`src/rtl/bnn_pu_pkg.sv`:
```
// rtl/bnn_pu_pkg.sv - shared types, defaults and helpers for the binarised-neuron PU array
package bnn_pu_pkg;

  localparam int DEF_WORD_W = 64;
  localparam int DEF_ACC_W  = 16;
  localparam int DEF_PC_W   = $clog2(DEF_WORD_W) + 1;

  typedef logic signed [DEF_ACC_W-1:0] acc_t;

  // Count of set bits in one default-width word
  function automatic logic [DEF_PC_W-1:0] popcount(input logic [DEF_WORD_W-1:0] x);
    logic [DEF_PC_W-1:0] n;
    n = '0;
    for (int i = 0; i < DEF_WORD_W; i++) n = n + DEF_PC_W'(x[i]);
    return n;
  endfunction

  // Map a popcount to its +-1 dot-product contribution: 2*pc - WORD_W
  function automatic acc_t to_signed_term(input logic [DEF_PC_W-1:0] pc);
    return acc_t'({pc, 1'b0}) - acc_t'(DEF_WORD_W);
  endfunction

endpackage

```
`src/rtl/bnn_pu_array_xnor_popcount.sv`:
```
// rtl/bnn_pu_array_xnor_popcount.sv - per-channel XNOR of activations and weights followed by a bit count
module xnor_popcount #(
  parameter int WORD_W = 64,
  parameter int PC_W   = $clog2(WORD_W) + 1
) (
  input  logic [WORD_W-1:0] a,
  input  logic [WORD_W-1:0] w,
  output logic [PC_W-1:0]   pc
);

  logic [WORD_W-1:0] x;
  assign x = ~(a ^ w);

  // Sum of matching positions; synthesis builds this into an adder tree
  always_comb begin
    pc = '0;
    for (int i = 0; i < WORD_W; i++) pc = pc + PC_W'(x[i]);
  end

endmodule

```
`src/rtl/bnn_pu_array.sv`:
```
// rtl/bnn_pu_array.sv - N_CH binarised neurons on one activation stream; optional BNNA_PU_SUM_OUT_EN adds o_sum
module bnn_pu_array
  import bnn_pu_pkg::*;
#(
  parameter int WORD_W = DEF_WORD_W,
  parameter int N_CH   = 4,
  parameter int ACC_W  = DEF_ACC_W,
  parameter int CNT_W  = 8
) (
  input  logic                   clk,
  input  logic                   reset,
  input  logic [CNT_W-1:0]       cfg_words,
  input  logic                   i_valid,
  output logic                   i_ready,
  input  logic [WORD_W-1:0]      i_data,
  input  logic [N_CH*WORD_W-1:0] i_weight,
  input  logic [N_CH*ACC_W-1:0]  i_threshold,
  output logic                   o_valid,
  input  logic                   o_ready,
  output logic [N_CH-1:0]        o_act
`ifdef BNNA_PU_SUM_OUT_EN
  ,
  output logic [N_CH*ACC_W-1:0]  o_sum
`endif
);

  localparam int PC_W = $clog2(WORD_W) + 1;

  logic                    en, accept, first, last;
  logic [CNT_W-1:0]        cnt, tgt_q, target, cnt_inc;
  logic [PC_W-1:0]         pc_w   [N_CH];
  logic                    s1_valid, s1_first, s1_last;
  logic [PC_W-1:0]         s1_pc  [N_CH];
  logic [N_CH*ACC_W-1:0]   s1_thr;
  logic signed [ACC_W-1:0] acc     [N_CH];
  logic signed [ACC_W-1:0] sum_nxt [N_CH];

  assign en      = ~o_valid | o_ready;
  assign i_ready = en;
  assign accept  = i_valid & en;
  assign first   = (cnt == '0);
  assign target  = first ? ((cfg_words == '0) ? CNT_W'(1) : cfg_words) : tgt_q;
  assign cnt_inc = cnt + CNT_W'(1);
  assign last    = (cnt_inc == target);

  genvar gc;
  generate
    for (gc = 0; gc < N_CH; gc++) begin : g_ch
      xnor_popcount #(.WORD_W(WORD_W), .PC_W(PC_W)) u_pc (
        .a  (i_data),
        .w  (i_weight[gc*WORD_W +: WORD_W]),
        .pc (pc_w[gc])
      );
    end
  endgenerate

  // Beat counter: latch the vector length on the first beat, wrap after the last
  always_ff @(posedge clk) begin
    if (reset) begin
      cnt   <= '0;
      tgt_q <= '0;
    end else if (accept) begin
      if (first) tgt_q <= target;
      cnt <= last ? '0 : cnt_inc;
    end
  end

  // Stage 1: register popcounts, vector position flags and last-beat thresholds
  always_ff @(posedge clk) begin
    if (reset) begin
      s1_valid <= 1'b0;
      s1_first <= 1'b0;
      s1_last  <= 1'b0;
      s1_thr   <= '0;
      for (int c = 0; c < N_CH; c++) s1_pc[c] <= '0;
    end else if (en) begin
      s1_valid <= accept;
      if (accept) begin
        s1_first <= first;
        s1_last  <= last;
        if (last) s1_thr <= i_threshold;
        for (int c = 0; c < N_CH; c++) s1_pc[c] <= pc_w[c];
      end
    end
  end

  // Signed per-beat term added onto the running sum (a first beat starts from zero)
  always_comb begin
    for (int c = 0; c < N_CH; c++) begin
      sum_nxt[c] = (s1_first ? '0 : acc[c])
                 + ($signed(ACC_W'({s1_pc[c], 1'b0})) - $signed(ACC_W'(WORD_W)));
    end
  end

  // Stage 2: accumulate mid-vector, threshold and publish on the last beat
  always_ff @(posedge clk) begin
    if (reset) begin
      o_valid <= 1'b0;
      o_act   <= '0;
      for (int c = 0; c < N_CH; c++) acc[c] <= '0;
    end else if (en) begin
      o_valid <= s1_valid & s1_last;
      if (s1_valid) begin
        for (int c = 0; c < N_CH; c++) begin
          if (s1_last) o_act[c] <= (sum_nxt[c] >= $signed(s1_thr[c*ACC_W +: ACC_W]));
          else         acc[c]   <= sum_nxt[c];
        end
      end
    end
  end

`ifdef BNNA_PU_SUM_OUT_EN
  // Raw final sums, loaded alongside o_act and held through stalls
  always_ff @(posedge clk) begin
    if (reset) begin
      o_sum <= '0;
    end else if (en && s1_valid && s1_last) begin
      for (int c = 0; c < N_CH; c++) o_sum[c*ACC_W +: ACC_W] <= sum_nxt[c];
    end
  end
`endif

endmodule

```
`config.mk`:
```
export PLATFORM = sky130hd
export DESIGN_NAME = bnn_pu_array
export DESIGN_NICKNAME = d
export VERILOG_FILES = /design/src/rtl/bnn_pu_pkg.sv /design/src/rtl/bnn_pu_array_xnor_popcount.sv /design/src/rtl/bnn_pu_array.sv
export SDC_FILE = /design/constraint.sdc
export NUM_CORES = 1
export LEC_CHECK = 0
export ABC_AREA = 0
export BUFFER_PORTS_ARGS = -buffer_cell sky130_fd_sc_hd__buf_2
export CORE_MARGIN = 3
export CORE_UTILIZATION = 45
export CTS_CLUSTER_SIZE = 40
export DETAILED_ROUTE_END_ITERATION = 8
export GPL_TIMING_DRIVEN = 0
export PLACE_DENSITY_LB_ADDON = 0.2
export SYNTH_ARGS = -nofsm -noshare
export SYNTH_HDL_FRONTEND = slang
export SYNTH_SLANG_ARGS = --single-unit
```
`constraint.sdc`:
```
create_clock -name clk -period 23.8 [get_ports clk]
set_input_delay 5.95 -clock clk [delete_from_list [all_inputs] [get_ports clk]]
set_output_delay 5.95 -clock clk [all_outputs]
set_load 0.05 [all_outputs]
```
# Word level (Yosys, flattened, before mapping)
# Memories as Yosys holds them, arrays and structs flattened.
# Index checks and enable logic that the tools add are counted.
[totals]
inputBits = 396
n_memories = 2
mem_bits_rw = 92
register_bits = 88
output_inout_bits = 6
[op_classes]
bitwise_logic = 20
magnitude_cmp = 4
muxes = 26
reduce_logical = 6
eq_ne = 1
add_sub_neg = 261
[memory_table]
columns = ["memory", "depth", "width", "read_ports", "rd_ports_with_merged_regs", "wr", "line_no", "source"]
rows = [
  ["acc", 4, 16, 4, 0, 4, "bnn_pu_array.sv:35", "logic signed [ACC_W-1:0] acc [N_CH];"],
  ["s1_pc", 4, 7, 4, 0, 4, "bnn_pu_array.sv:33", "logic [PC_W-1:0] s1_pc [N_CH];"],
]
[ops]
columns = ["operator", "n"]
rows = [
  ["7-bit by 1-bit adder with 7-bit output", 248],
  ["64-bit NOT", 4],
  ["64-bit XOR", 4],
  ["16-bit 2-to-1 mux", 8],
  ["16-bit adder", 4],
  ["16-bit greater-or-equal comparator", 4],
  ["8-bit by 7-bit subtractor with 9-bit output (second input constant)", 4],
  ["7-bit 2-to-1 mux", 4],
  ["8-bit 2-to-1 mux", 3],
  ["8-bit logical NOT", 2],
  ["1-bit 2-to-1 mux", 11],
  ["1-bit OR", 9],
  ["1-bit by 1-bit adder with 2-bit output", 4],
  ["8-bit by 1-bit adder with 8-bit output (second input constant)", 1],
  ["8-bit == test", 1],
  ["3-bit AND reduction", 2],
  ["2-bit AND reduction", 2],
  ["1-bit bitwise AND", 2],
  ["1-bit NOT", 1],
]

# Logic depth before layout (Yosys ltp)
[depth]
depth_word = 66
mapped_depth = 24

# Hierarchy
# A second synthesis with hierarchy kept.
[unflattened]
cells_unflattened = 2205
area_unflattened_um2 = 21027.7
[by_module_without_submodules]
columns = ["module", "n_inst", "area_per_inst_um2", "seq_area_each_um2", "cells_per_inst"]
rows = [
  ["bnn_pu_array", 1, 12354.3, 4524.3, 1369],
  ["xnor_popcount", 4, 2168.3, 0.0, 209],
]

# Least setup slack after synthesis
# Ideal clock, no wire load.
[synth_timing]
path_kind = "input port to output port"
start = "input port o_ready"
end = "output port i_ready"
t_arrival_ns = 6.587
setup_slack_ns = 11.263
n_path_buf = 1
stages = 2
required_ns = 17.850
cell_sequence = "nand2b_1 -> clkbuf_1"
[synth_via]
elab_chain_len = 1
[synth_rtl]
columns = ["item", "line_no", "source"]
rows = [
  ["start: declaration", "bnn_pu_array.sv:19", "input logic o_ready,"],
  ["1-bit OR", "bnn_pu_array.sv:38", "assign en = ~o_valid | o_ready;"],
  ["end: declaration", "bnn_pu_array.sv:14", "output logic i_ready,"],
]
# No other way between the ends.

# Worst setup path after layout
# Same ends and word-level chain as after synthesis.

==> key figures <==
Timing
  – Clock Skews: roughly 13 ps
  – Final worst path period share: 53.7%
  – Tmin final: roughly 13,000 ps
  – Final setup TNS: 0 ps
  – Final Hold Viols: 0
  – F_max: 0.0783 GHz
  – Fin. max-slew vios: 0
  – Unrepaired setup endpoints after global routing: no
  – Final setup violation count: 0
  – Worst slew margin: 41.3%
  – Worst-margin pin slew: 881 ps

Cells and area
  – Final instance count without filler cells: 3,184
  – Area occupied by multi-input gates: 14,400 sq um
  – Number of fill cells: 4,155
  – Seq. cell area: roughly 4500 sq um
  – Area Growth Syn to Fin: 15.9%
  – Final net count: approximately 3,400
  – Layout cell share with drive strength beyond 1: between 15 and 20%
  – Layout Utilization: between 50% and 60%

Place
  – Placed cell count: approximately 3,100
  – Port Buffers: about 380
  – Hpwl dp: about 52,000 um
  – Routability cong.: just under 1

Synthesis
  – Mapped Cells: approximately 2,200
  – Synth cell types: 65
  – Synth top area share: a little over a fifth
  – Commonest cells in the synthesized netlist: 351 x inv_1, 220 x fa_1, 190 x ha_1, 170 x xor2_1, 150 x xnor2_1
  – Synth area leaders: fa_1 21%, edfxtp_1 13%, ha_1 11%
  – Async SR Flop Fraction: 0%
  – Mapped Nets: approximately 3,000
  – Post-Synthesis Cell Area: ~21,000 sq um
  – Yosys Warn Count: 0
  – Synth area leader: fa_1
  – Mapped Avg Cell Area: roughly 9.5 sq um
  – Synthesized flop and latch total: 180
  – Post-synthesis sequential area ratio: between 20% and 30%
  – Top FF cell, synth: edfxtp_1
  – Most frequent cell after synthesis: inv_1
  – Post-synth EDFFs: slightly above 90

Floorplanning
  – Core ar.: between 40,000 and 50,000 sq um
  – Num rows: slightly below 80
  – Die width: 220 um
  – Initial Util: roughly 46%
  – Die H: 220 um
  – Die area: slightly below 50,000 sq um
  – # IOs: between 400 and 500

Clock tree
  – Clock Tree Buf Depth: 2
  – H-tree levels: 4
  – Cts repair resizes: 0
  – Worst-Skew Late Latency: between 400 and 500 ps
  – Hold Buf Count CTS: 0
  – Root Driver: clkbuf_16
  – Clk sinks: 180
  – Post-CTS setup buffer count: 0
  – Inserted Clock Buffers: 17
  – CTS tree: done
  – CTS clk-pin slew, worst paths: approximately 70 ps

Hold path
  – WHS Endpoint: tgt_q[7]
  – Hold Path Class: reg2reg
  – Worst hold path depth: 2
  – Hold path startpoint: tgt_q[7]

Drt
  – Post-DRT Antenna Nets: 0
  – Metal2 WL: 31,100 um
  – Drt wl/cell: 18.7 um
  – Met1 WL: about 24,000 um
  – Met3 wire len: ~3000 um
  – Initial detailed-routing violation count: approximately 900
  – Pre-antenna DRT Iters: 5
  – Via density: just over 5
  – Routed wire length: about 60,000 um
  – # DRC: 0
  – Uppermost layer routed: met5
  – Via Count: about 16,000

Global routing
  – GRT Residual Overflow: 0
  – First-pass GRT wire length: ~91,000 um
  – Initial antenna violation count: 4
  – Vias in the first global route: around 17,000
  – Largest net degree at the start of global routing: 29
  – Gr usage total: 24.6%

Setup path
  – Critical Path Fanout Max: 7
  – Crit Reg-Reg Endpoint: o_act[0]
  – Worst reg-to-reg path cell count: 19
  – Reg-to-reg setup timing slack: 18,340 ps
  – Critical path class: in2out
  – CP required: 17,850 ps
  – R2R Path Start: s1_first
  – Crit end category: primary output
  – Worst Setup Start Kind: input pin
  – Arrival @ worst endpoint: between 6000 and 7000 ps

Run status
  – Status: finished, final reports clean

Run
  – Max-Cap Viols: 0
cells by family after synthesis:
kind of cell | count (synthesis) | share of synthesized area [%]
adders and majority gates | 410 | 32.8
DFF | 180 | 21.9
and+or+nand+nor | 448 | 12.3
AOI/OAI and AO/OA | 371 | 10.7
buffers and inverters | 442 | 8.32
xor gates and xnor gates | 320 | 13.6
muxes | 8 | 0.387
per-layer routing:
metal	vias up	track usage [%]
met4	4	7.77
met5	-	0
li1	7900	-
met2	458	45.7
met3	79	3.57
met1	8018	29.2
critical path, cell delays in order:
cell,delay [ps]
buf_2,120
nand2b_1,100
clkbuf_1,310
buf_2,340
state kept, by name, indices dropped and copies added, names as in the netlist:
register,flops
s1_first,1
s1_pc,28
o_act,4
cnt,8
s1_thr,64
o_valid,1
s1_valid,1
tgt_q,8
acc,64
s1_last,1
worst max path at each step:
stage               startpoint     endpoint  slack, ps  cells after the start
finish                 o_ready      i_ready      11030                      4
detailed placement   i_data[0]  s1_pc[1][5]      10940                     20
global placement     i_data[0]  s1_pc[1][6]      11010                     22
CTS                    o_ready      i_ready      11070                      4
floorplan              o_ready      i_ready      11260                      2
global route           o_ready      i_ready      11010                      4
cell usage in the layout, fill, tap and decap left out, types with 3 or more instances in the layout:
cell type	Yosys	routed
buf_2	4	379
inv_1	351	351
fa_1	220	220
ha_1	190	190
xor2_1	170	170
xnor2_1	150	150
a21oi_1	136	136
o21ai_0	99	99
edfxtp_1	92	92
dfxtp_1	88	88
clkbuf_1	79	80
nor2b_1	80	80
or3_1	71	71
nor2_1	61	61
and2_1	54	54
a21o_1	48	48
nand2_1	45	45
nor3_1	31	31
nand3_1	27	27
nand2b_1	27	26
o21a_1	17	17
clkbuf_16	0	17
nand4_1	14	14
a211oi_1	13	13
mux2i_1	8	8
o211ai_1	7	7
o21bai_1	8	7
buf_6	7	7
or2_2	6	6
o21ai_1	6	6
and3_1	6	6
nor4_1	5	5
and4_1	5	5
diode_2	0	4
o41ai_1	4	4
a21boi_0	4	4
a211o_1	3	3
o2111ai_1	3	3
inv_8	0	3
inv_6	0	3
layout make-up:
cell class	count	area share (%)
multi-input combinational	1557	60.3
sequential	180	18.9
timing repair buffer	377	8.00
inverter	351	5.50
tap	592	3.09
clock buffer	18	1.79
buffer	91	1.68
clock inverter	14	0.721
antenna	4	0.0418
through the flow:
stage / cell area (sq um) / hold WS [ps] / worst slack, ps
after floorplan: 20700 / 432 / 11260
after global routing: 24000 / 473 / 11010
after CTS: 23900 / 454 / 11070
after detailed placement: 23300 / 444 / 10940
final: 24000 / 454 / 11030
after global placement: 23300 / 444 / 11010
Power is not shown: default switching activity piles up to over one toggle a cycle in this logic, so the estimate is an artifact.
